### src/rtl/accel_sequencer.sv
// ADXL362 command sequencer: power-up wait, configuration writes, then periodic
// X/Y/Z register reads published as one coherent sample.
module accel_sequencer #(
  parameter int unsigned STARTUP_CYCLES = 500000,
  parameter int unsigned SAMPLE_PERIOD  = 1000000,
  parameter int unsigned TIMEOUT_CYCLES = 200000
) (
  input  logic       CLK,
  input  logic       RST_N,
  input  logic       ENABLE,
  input  logic       SPI_BUSY,
  input  logic       SPI_DONE,
  input  logic [7:0] SPI_RDATA,
  output logic       SPI_REQ,
  output logic [1:0] SPI_OP,
  output logic [7:0] SPI_ADDR,
  output logic [7:0] SPI_WDATA,
  output logic [7:0] X_DATA,
  output logic [7:0] Y_DATA,
  output logic [7:0] Z_DATA,
  output logic       SAMPLE_VALID,
  output logic       CONFIGURED,
  output logic       ERROR
);

  localparam int SW = (STARTUP_CYCLES > 1) ? $clog2(STARTUP_CYCLES) : 1;
  localparam int PW = (SAMPLE_PERIOD  > 1) ? $clog2(SAMPLE_PERIOD)  : 1;
  localparam int TW = (TIMEOUT_CYCLES > 1) ? $clog2(TIMEOUT_CYCLES) : 1;

  localparam logic [1:0] OP_RD = 2'b00;
  localparam logic [1:0] OP_WR = 2'b10;

  // Step index: two config writes followed by the three axis reads.
  localparam logic [2:0] STEP_CFG0 = 3'd0;
  localparam logic [2:0] STEP_CFG1 = 3'd1;
  localparam logic [2:0] STEP_RDX  = 3'd2;
  localparam logic [2:0] STEP_RDY  = 3'd3;
  localparam logic [2:0] STEP_RDZ  = 3'd4;

  typedef struct packed {
    logic [1:0] op;
    logic [7:0] addr;
    logic [7:0] wdata;
  } spi_txn_t;

  typedef enum logic [2:0] {
    ST_STARTUP, ST_ISSUE, ST_WAIT, ST_SAMPLE, ST_PUBLISH
  } state_e;

  state_e          state_q;
  logic [2:0]      step_q;
  logic [SW-1:0]   scnt_q;
  logic [PW-1:0]   pcnt_q;
  logic [TW-1:0]   tcnt_q;
  spi_txn_t        txn_q, txn_d;
  logic [7:0]      shx_q, shy_q;
  logic [7:0]      x_q, y_q, z_q;
  logic            valid_q, cfg_q, err_q;

  function automatic spi_txn_t txn_of(input logic [2:0] s);
    spi_txn_t t;
    case (s)
      STEP_CFG0: t = '{op: OP_WR, addr: 8'h2C, wdata: 8'h13};
      STEP_CFG1: t = '{op: OP_WR, addr: 8'h2D, wdata: 8'h02};
      STEP_RDX:  t = '{op: OP_RD, addr: 8'h08, wdata: 8'h00};
      STEP_RDY:  t = '{op: OP_RD, addr: 8'h09, wdata: 8'h00};
      STEP_RDZ:  t = '{op: OP_RD, addr: 8'h0A, wdata: 8'h00};
      default:   t = '0;
    endcase
    return t;
  endfunction

  // Descriptor for the step that follows the current one within a sequence.
  always_comb begin
    txn_d = txn_of(step_q + 3'd1);
  end

  always_ff @(posedge CLK or negedge RST_N) begin
    if (!RST_N) begin
      state_q <= ST_STARTUP;
      step_q  <= STEP_CFG0;
      scnt_q  <= '0;
      pcnt_q  <= '0;
      tcnt_q  <= '0;
      txn_q   <= '0;
      shx_q   <= '0;
      shy_q   <= '0;
      x_q     <= '0;
      y_q     <= '0;
      z_q     <= '0;
      valid_q <= 1'b0;
      cfg_q   <= 1'b0;
      err_q   <= 1'b0;
    end else begin
      valid_q <= 1'b0;
      unique case (state_q)
        ST_STARTUP: begin
          if (scnt_q == SW'(STARTUP_CYCLES - 1)) begin
            scnt_q  <= '0;
            step_q  <= STEP_CFG0;
            txn_q   <= txn_of(STEP_CFG0);
            state_q <= ST_ISSUE;
          end else begin
            scnt_q <= scnt_q + 1'b1;
          end
        end
        ST_ISSUE: begin
          if (!SPI_BUSY) begin
            tcnt_q  <= '0;
            state_q <= ST_WAIT;
          end
        end
        ST_WAIT: begin
          if (SPI_DONE) begin
            if (step_q == STEP_RDX) shx_q <= SPI_RDATA;
            if (step_q == STEP_RDY) shy_q <= SPI_RDATA;
            if (step_q == STEP_CFG1) begin
              cfg_q   <= 1'b1;
              pcnt_q  <= '0;
              state_q <= ST_SAMPLE;
            end else if (step_q == STEP_RDZ) begin
              // Z bypasses its shadow so all three axes land on the same edge.
              x_q     <= shx_q;
              y_q     <= shy_q;
              z_q     <= SPI_RDATA;
              valid_q <= 1'b1;
              state_q <= ST_PUBLISH;
            end else begin
              step_q  <= step_q + 3'd1;
              txn_q   <= txn_d;
              state_q <= ST_ISSUE;
            end
          end else if (tcnt_q == TW'(TIMEOUT_CYCLES - 1)) begin
            err_q   <= 1'b1;
            cfg_q   <= 1'b0;
            scnt_q  <= '0;
            pcnt_q  <= '0;
            step_q  <= STEP_CFG0;
            state_q <= ST_STARTUP;
          end else begin
            tcnt_q <= tcnt_q + 1'b1;
          end
        end
        ST_SAMPLE: begin
          if (ENABLE) begin
            if (pcnt_q == PW'(SAMPLE_PERIOD - 1)) begin
              pcnt_q  <= '0;
              step_q  <= STEP_RDX;
              txn_q   <= txn_of(STEP_RDX);
              state_q <= ST_ISSUE;
            end else begin
              pcnt_q <= pcnt_q + 1'b1;
            end
          end
        end
        ST_PUBLISH: state_q <= ST_SAMPLE;
        default:    state_q <= ST_STARTUP;
      endcase
    end
  end

  // Request is gated by BUSY in the same cycle so it is never raised into a busy master.
  assign SPI_REQ      = (state_q == ST_ISSUE) && !SPI_BUSY;
  assign SPI_OP       = txn_q.op;
  assign SPI_ADDR     = txn_q.addr;
  assign SPI_WDATA    = txn_q.wdata;
  assign X_DATA       = x_q;
  assign Y_DATA       = y_q;
  assign Z_DATA       = z_q;
  assign SAMPLE_VALID = valid_q;
  assign CONFIGURED   = cfg_q;
  assign ERROR        = err_q;

endmodule

### config.mk
export PLATFORM = sky130hd
export DESIGN_NAME = accel_sequencer
export DESIGN_NICKNAME = d
export VERILOG_FILES = /design/src/rtl/accel_sequencer.sv
export SDC_FILE = /design/constraint.sdc
export NUM_CORES = 1
export LEC_CHECK = 0
export CORE_AREA = 2 2 152 154
export DETAILED_ROUTE_END_ITERATION = 16
export DIE_AREA = 0 0 154 156
export GPL_TIMING_DRIVEN = 0
export PLACE_DENSITY = 0.4
export SETUP_SLACK_MARGIN = 0.1
export SLEW_MARGIN = 20
export SYNTH_ARGS = -nofsm -noshare
export SYNTH_HDL_FRONTEND = slang
export SYNTH_SLANG_ARGS = --single-unit
### constraint.sdc
create_clock -name CLK -period 3.63 [get_ports CLK]
set_input_delay 0.726 -clock CLK [delete_from_list [all_inputs] [get_ports CLK]]
set_output_delay 0.726 -clock CLK [all_outputs]
set_load 0.01 [all_outputs]
After elaboration in Yosys (flattened, before gate mapping)
Index checks and enable logic that the tools add are counted.
Cells by class
  $add $sub $neg: 4
  shift-type cells: 0
  muxes and demuxes: 45
  multipliers: 0
  order comparisons: 0
  reduce and logical (&&, ||, !) cells: 20
  bitwise logic cells: 2
  equal/unequal tests: 30
  divide/modulo/power cells: 0
Operators by type and width (number)
  18-bit 2-to-1 mux: 9
  20-bit 2-to-1 mux: 5
  18-bit one-hot mux with 5 select lines: 1
  19-bit 2-to-1 mux: 3
  18-bit one-hot mux with 3 select lines: 1
  3-bit 2-to-1 mux: 14
  20-bit one-hot mux with 2 select lines: 1
  19-bit one-hot mux with 2 select lines: 1
  18-bit one-hot mux with 2 select lines: 1
  20-bit by 1-bit adder with 20-bit output (second input constant): 1
  20-bit equality test (second input constant): 1
  2-bit inequality test (second input constant): 10
  19-bit by 1-bit adder with 19-bit output (second input constant): 1
  19-bit equality test (second input constant): 1
  18-bit by 1-bit adder with 18-bit output (second input constant): 1
  18-bit equality test (second input constant): 1
  3-bit by 2-bit equality test with 1-bit output (second input constant): 6
  3-bit one-hot mux with 5 select lines: 1
  3-bit AND reduction: 5
  7-bit AND reduction: 2
  3-bit inequality test (second input constant): 4
  4-bit AND reduction: 3
  3-bit by 1-bit equality test with 1-bit output (second input constant): 3
  3-bit equality test (second input constant): 3
  11 further kinds: 22
Storage, ports and cells
  bits in writable memories: 0
  latch bits: 0
  logic and storage cells: 117
  output and inout bits: 46
  memories kept: 0
  flip-flop bits (word level): 124
  bits in read-only memories: 0
  bits of input ports: 13

Depth between registers and ports, before layout
  word-level depth: 7
  gate-level depth with buffers: 9

Worst setup path before layout
Ideal clock, no wire load.
  path kind: input-to-reg
  from: input port SPI_DONE
  to: register txn_q, in the netlist SPI_ADDR[0]
  setup slack: 1.351 ns
  arrival time: 2.155 ns
  stages on the path: 5
  cell sequence: clkbuf_1 > a31oi_1 > or3_1 > nor3_1 > mux2_2
On the way
  longest elaborated chain between the ends: 2
RTL lines
  from (decl): line 12  | input logic SPI_DONE,
  2-bit inequality test (no line)
  7-bit AND reduction (no line)
  to (signal assigned): line 101  | txn_q <= txn_of(STEP_CFG0);
  to (signal assigned): line 130  | txn_q <= txn_d;
  to (signal assigned): line 149  | txn_q <= txn_of(STEP_RDX);
  to (decl): line 55  | spi_txn_t txn_q, txn_d;
No other way between the ends.
A chain may end at the register's enable or synchronous reset.

Worst setup path in the final report
  from: register state_q[0]
  to: output port SPI_REQ
On the way
  longest elaborated chain between the ends: 2
RTL lines
  from (decl): line 50  | state_e state_q;
  from (signal assigned): line 80  | state_q <= ST_STARTUP;
  from (signal assigned): line 102  | state_q <= ST_ISSUE;
  from (signal assigned): line 110  | state_q <= ST_WAIT;
  3-bit by 1-bit equality test with 1-bit output: line 163  | assign SPI_REQ = (state_q == ST_ISSUE) && !SPI_BUSY;
  1-bit logical AND: line 163
  to (decl): line 14  | output logic SPI_REQ,
No other way between the ends.

==> results.md <==
Run status:
- The flow ran to the end, and the final reports show no timing, DRC or antenna violations.

Synth:
- The synthesized flop and latch total is between 100 and 150.
- The count of yosys warnings during synthesis is 0.
- After synthesis, the most frequently instantiated cells are sky130_fd_sc_hd__dfrtp_1, sky130_fd_sc_hd__o21ai_0, sky130_fd_sc_hd__nor2_1.
- The average instance area after synthesis is 10.3 µm².
- Yosys mapped a number of flops with a built-in enable equal to 0.
- The fraction of the yosys area taken by sequential cells is 0.507.
- The most frequent cell after synthesis is sky130_fd_sc_hd__dfrtp_1.
- After synthesis, the share of flip-flops with an asynchronous set or reset is 1.00.
- The dominant synthesized flop cell is sky130_fd_sc_hd__dfrtp_1.
- Synthesis produced 531 cells.
- Of the post-synthesis cell area, the dominant cell type holds 0.507.
- The cell area that synthesis handed to floorplanning was 5480 µm².
- The number of library cell types mapped by synthesis is 56.
- By area the synthesized netlist is led by sky130_fd_sc_hd__dfrtp_1, sky130_fd_sc_hd__mux2_2, sky130_fd_sc_hd__o21ai_0, sky130_fd_sc_hd__nor2_1, sky130_fd_sc_hd__nand2_1.
- The library cell occupying the most area in the post-synthesis netlist is sky130_fd_sc_hd__dfrtp_1.

Placement:
- Port buffering added 49 buffers.
- The pre-CTS setup slack is 0.0984 ns.
- In this run the cell area measured after placement is 6380 µm².
- The final weighted congestion in routability-driven placement is 0.767.
- After legalization and detailed placement, the total HPWL measured around 9600 µm.

Floorplanning:
- The die area is 24000 µm².
- After floorplanning, the core was divided into 55 placement rows.
- Pin placement for this block handled ~60 I/O pins.
- The core footprint is 22400 µm².
- In this run the vertical extent of the chip is between 150 and 200 µm.
- From left edge to right edge, the die measures between 150 and 200 µm.
- The initial standard-cell utilization of the core is 0.245.

Finish:
- In the final design database the tool counted 622 nets.
- The fill cell instance count of the final layout is 2291.
- The number of antenna diodes is 0.
- Of the cells placed in the final design, the portion with a size suffix greater than 1 is 0.155.
- Once layout is done, the placed cells without fillers occupy 6700 µm².
- Compared with the post-synthesis result, the final layout area differs by 22.2%.
- The total area of multi-input combinational cells is 2520 µm².
- The sequential cells in the finished layout cover a total of 2780 µm².

Worst setup path:
- The number of buffers and inverters on the critical path is 3.
- STA classifies the critical path startpoint as a flop.
- The category of the critical setup timing path is flop to output port.
- At the worst endpoint, the required time is 2.90 ns.
- On the worst path, the slowest cell contributes a delay of roughly 0.60 ns.
- Data arrives at the worst endpoint at 2.56 ns.
- The top fanout value on the critical path is 10.
- The slowest stage of the critical path is the sky130_fd_sc_hd__clkdlybuf4s50_1 cell.
- Walking the worst path, the cells encountered are buf_2 > nor2b_1 > nand2b_1 > nor2_2 > clkbuf_2 > clkdlybuf4s50_1.
- STA classifies the critical path endpoint as an output port.
- In this design, the largest share of critical-path delay is due to buffers and inverters.

Drt:
- Before antenna repair, the detailed router went through 4 iterations.
- The via count of the routed design is between 4000 and 5000.
- Signal routing reaches up to met4.
- The total length of routed met3 wires is 406 µm.
- The met2 wirelength from detailed routing is 6320 µm.
- The count of unresolved DRC violations after routing is 0.
- The post-detailed-routing wire length is 13300 µm.
- In the routed layout, each cell is associated on average with a via count of 4.70.
- The number of DRC markers after the initial detailed-route iteration is ~160.
- The count of nets left with antenna violations once routing finished came out at 0.
- After detailed routing, the average wire length per cell comes to 14.9 µm.
- The detailed router put a total of between 6000 and 7000 µm of wire on met1.

Pwr:
- IR analysis of the VDD net gives a maximum drop of slightly below 0.2 mV.
- The share of total power dissipated in the clock network is 0.440.
- The net switching share of the total power is 0.232.
- The internal power of the cells totals 1.82 mW.
- The share of total power dissipated in combinational logic is 0.031.
- Of the total power, registers draw 0.529.
- The net switching component of the power is 0.550 mW.
- The leakage dissipation is about 2.9 nW.
- In this run the power density over the cells is between 300 and 400 nW/µm².

STA:
- The final number of setup-violating endpoints is 0.
- The final number of hold-violating endpoints is 0.
- The number of max-slew violations in the final report is 0.
- The share of the clock period used by the worst path is 0.904.
- Setup repair after global routing left no endpoint under its margin.
- The clock period minus worst slack is roughly 3.3 ns.
- The final setup skew is approximately 0.013 ns.
- The maximum clock frequency is ~300 MHz.
- For the pin with the worst max-slew slack, the measured transition is ~0.97 ns.
- The max-slew headroom at the worst pin is 0.349.
- The final setup slack of the worst path is approximately 0.35 ns.

Clock network:
- Once the clock tree was built, the setup fixing pass inserted 0 buffers.
- TritonCTS built the clock tree.
- The number of clock buffers inserted by TritonCTS is 9.
- The clock latency at the later pin of the worst-skew pair is ~0.36 ns.
- The total number of clock tree sinks is 111.
- In this run the number of H-tree levels came out at 3.
- The buffer type at the clock tree root is sky130_fd_sc_hd__clkbuf_16.
- The buffer depth of the longest clock path is 2.
- The clock-pin slew of the registers on the worst-case setup and hold paths is around 0.080 ns.

Global route:
- Entering global routing, the biggest net connects 57 pins.
- The initial antenna violation count came to 0.
- The overall fraction of global-route tracks in use is 0.115.
- The total congestion overflow after global routing is 0.
- The via count of the first global-routing pass was around 4200.
- The wire length of the first global-routing pass is between 20000 and 25000 µm.

Run:
- Across the run, the number of max-cap violations was 0.

Hold path:
- The worst hold path belongs to the class input pin to asynchronous set/reset pin.
==> final timing paths <==
check / startpoint / end / slack [ns] / cells past startpoint
worst min register to register: ERROR / ERROR / 0.49 / 1
min in group CLK: ERROR / ERROR / 0.49 / 1
worst min-delay path: RST_N / pcnt_q[8] / 0.31 / 1
max in group asynchronous: RST_N / scnt_q[11] / 2.64 / 2
worst max-delay path: state_q[0] / SPI_REQ / 0.35 / 6
worst max register to register: state_q[1] / Y_DATA[3] / 0.83 / 7
==> what timing repair did <==
item / in CTS / in global routing
gates resized for setup: 1 / 1
hold buffers: 0 / 0
hold endpoints to repair: 0 / 0
endpoints found under the setup margin: 1 / 1
==> layout make-up <==
class                   count  area share
flip-flops and latches    111       0.415
multi-input cells         388       0.377
repair buffers             50      0.0775
well taps                 285      0.0533
clock buffers              10      0.0342
plain buffers              29      0.0254
clock inverters             6      0.0120
inverters                  11     0.00617
==> routing by layer <==
metal | vias to the layer above | global-route usage
met1 | 2072 | 0.149
met5 | - | 0
met3 | 8 | 0.0292
met2 | 60 | 0.191
li1 | 2040 | -
met4 | 0 | 0.0307
==> power by group through the flow <==
stage,Combinational [mW],Clock (mW),Sequential [mW]
global route,0.0847,1.12,1.26
floorplan,0.0251,0,1.28
CTS,0.0770,1.08,1.25
global placement,0.0718,0,1.28
detailed placement,0.0769,0,1.28
finish,0.0740,1.04,1.25
==> sequential cells by signal (all words and copies together) (netlist names) <==
signal,count
SAMPLE_VALID,1
state_q,3
step_q,3
SPI_WDATA,1
shx_q,8
ERROR,1
scnt_q,19
Y_DATA,8
tcnt_q,18
pcnt_q,20
X_DATA,8
CONFIGURED,1
shy_q,8
Z_DATA,8
SPI_ADDR,4
==> metrics by stage <==
step	util	TNS (ns)	hold slack [ns]	std cells	power [mW]
after global routing	0.299	0	0.346	890	2.46
final	0.299	0	0.305	890	2.37
after detailed placement	0.285	0	0.477	874	1.35
after global placement	0.284	-301.52	0.459	873	1.35
after floorplan	-	0	0.430	539	1.30
after CTS	0.299	0	0.333	890	2.41
==> cells in the final DEF (no fill, tap or decap), drive strengths merged, types with 3 or more instances in the layout <==
cell	instances
ha	9
nor4	10
nand4	18
nor3	9
and2	4
o31ai	4
or2	4
or3	7
inv	13
conb	9
a22o	3
dfrtp	111
clkbuf	21
nor2b	6
clkdlybuf4s50	48
xor2	13
nor4b	3
o21bai	3
o21ai	54
nand2	41
mux2	46
and4	3
a31oi	8
xnor2	7
and3	12
buf	20
nor4bb	3
nand3	25
a21oi	12
nor2	47
nand2b	3
nor3b	4
==> kinds of logic after synthesis <==
family	after synthesis	share of synthesized area
flops	111	0.507
other cells	1	0.000685
compound gates	98	0.106
buf+inv	40	0.0384
fa+ha+maj	9	0.0206
mux	47	0.0971
xor+xnor	20	0.0320
simple gates	205	0.199
No activity file was read; power rests on OpenSTA's default activity.
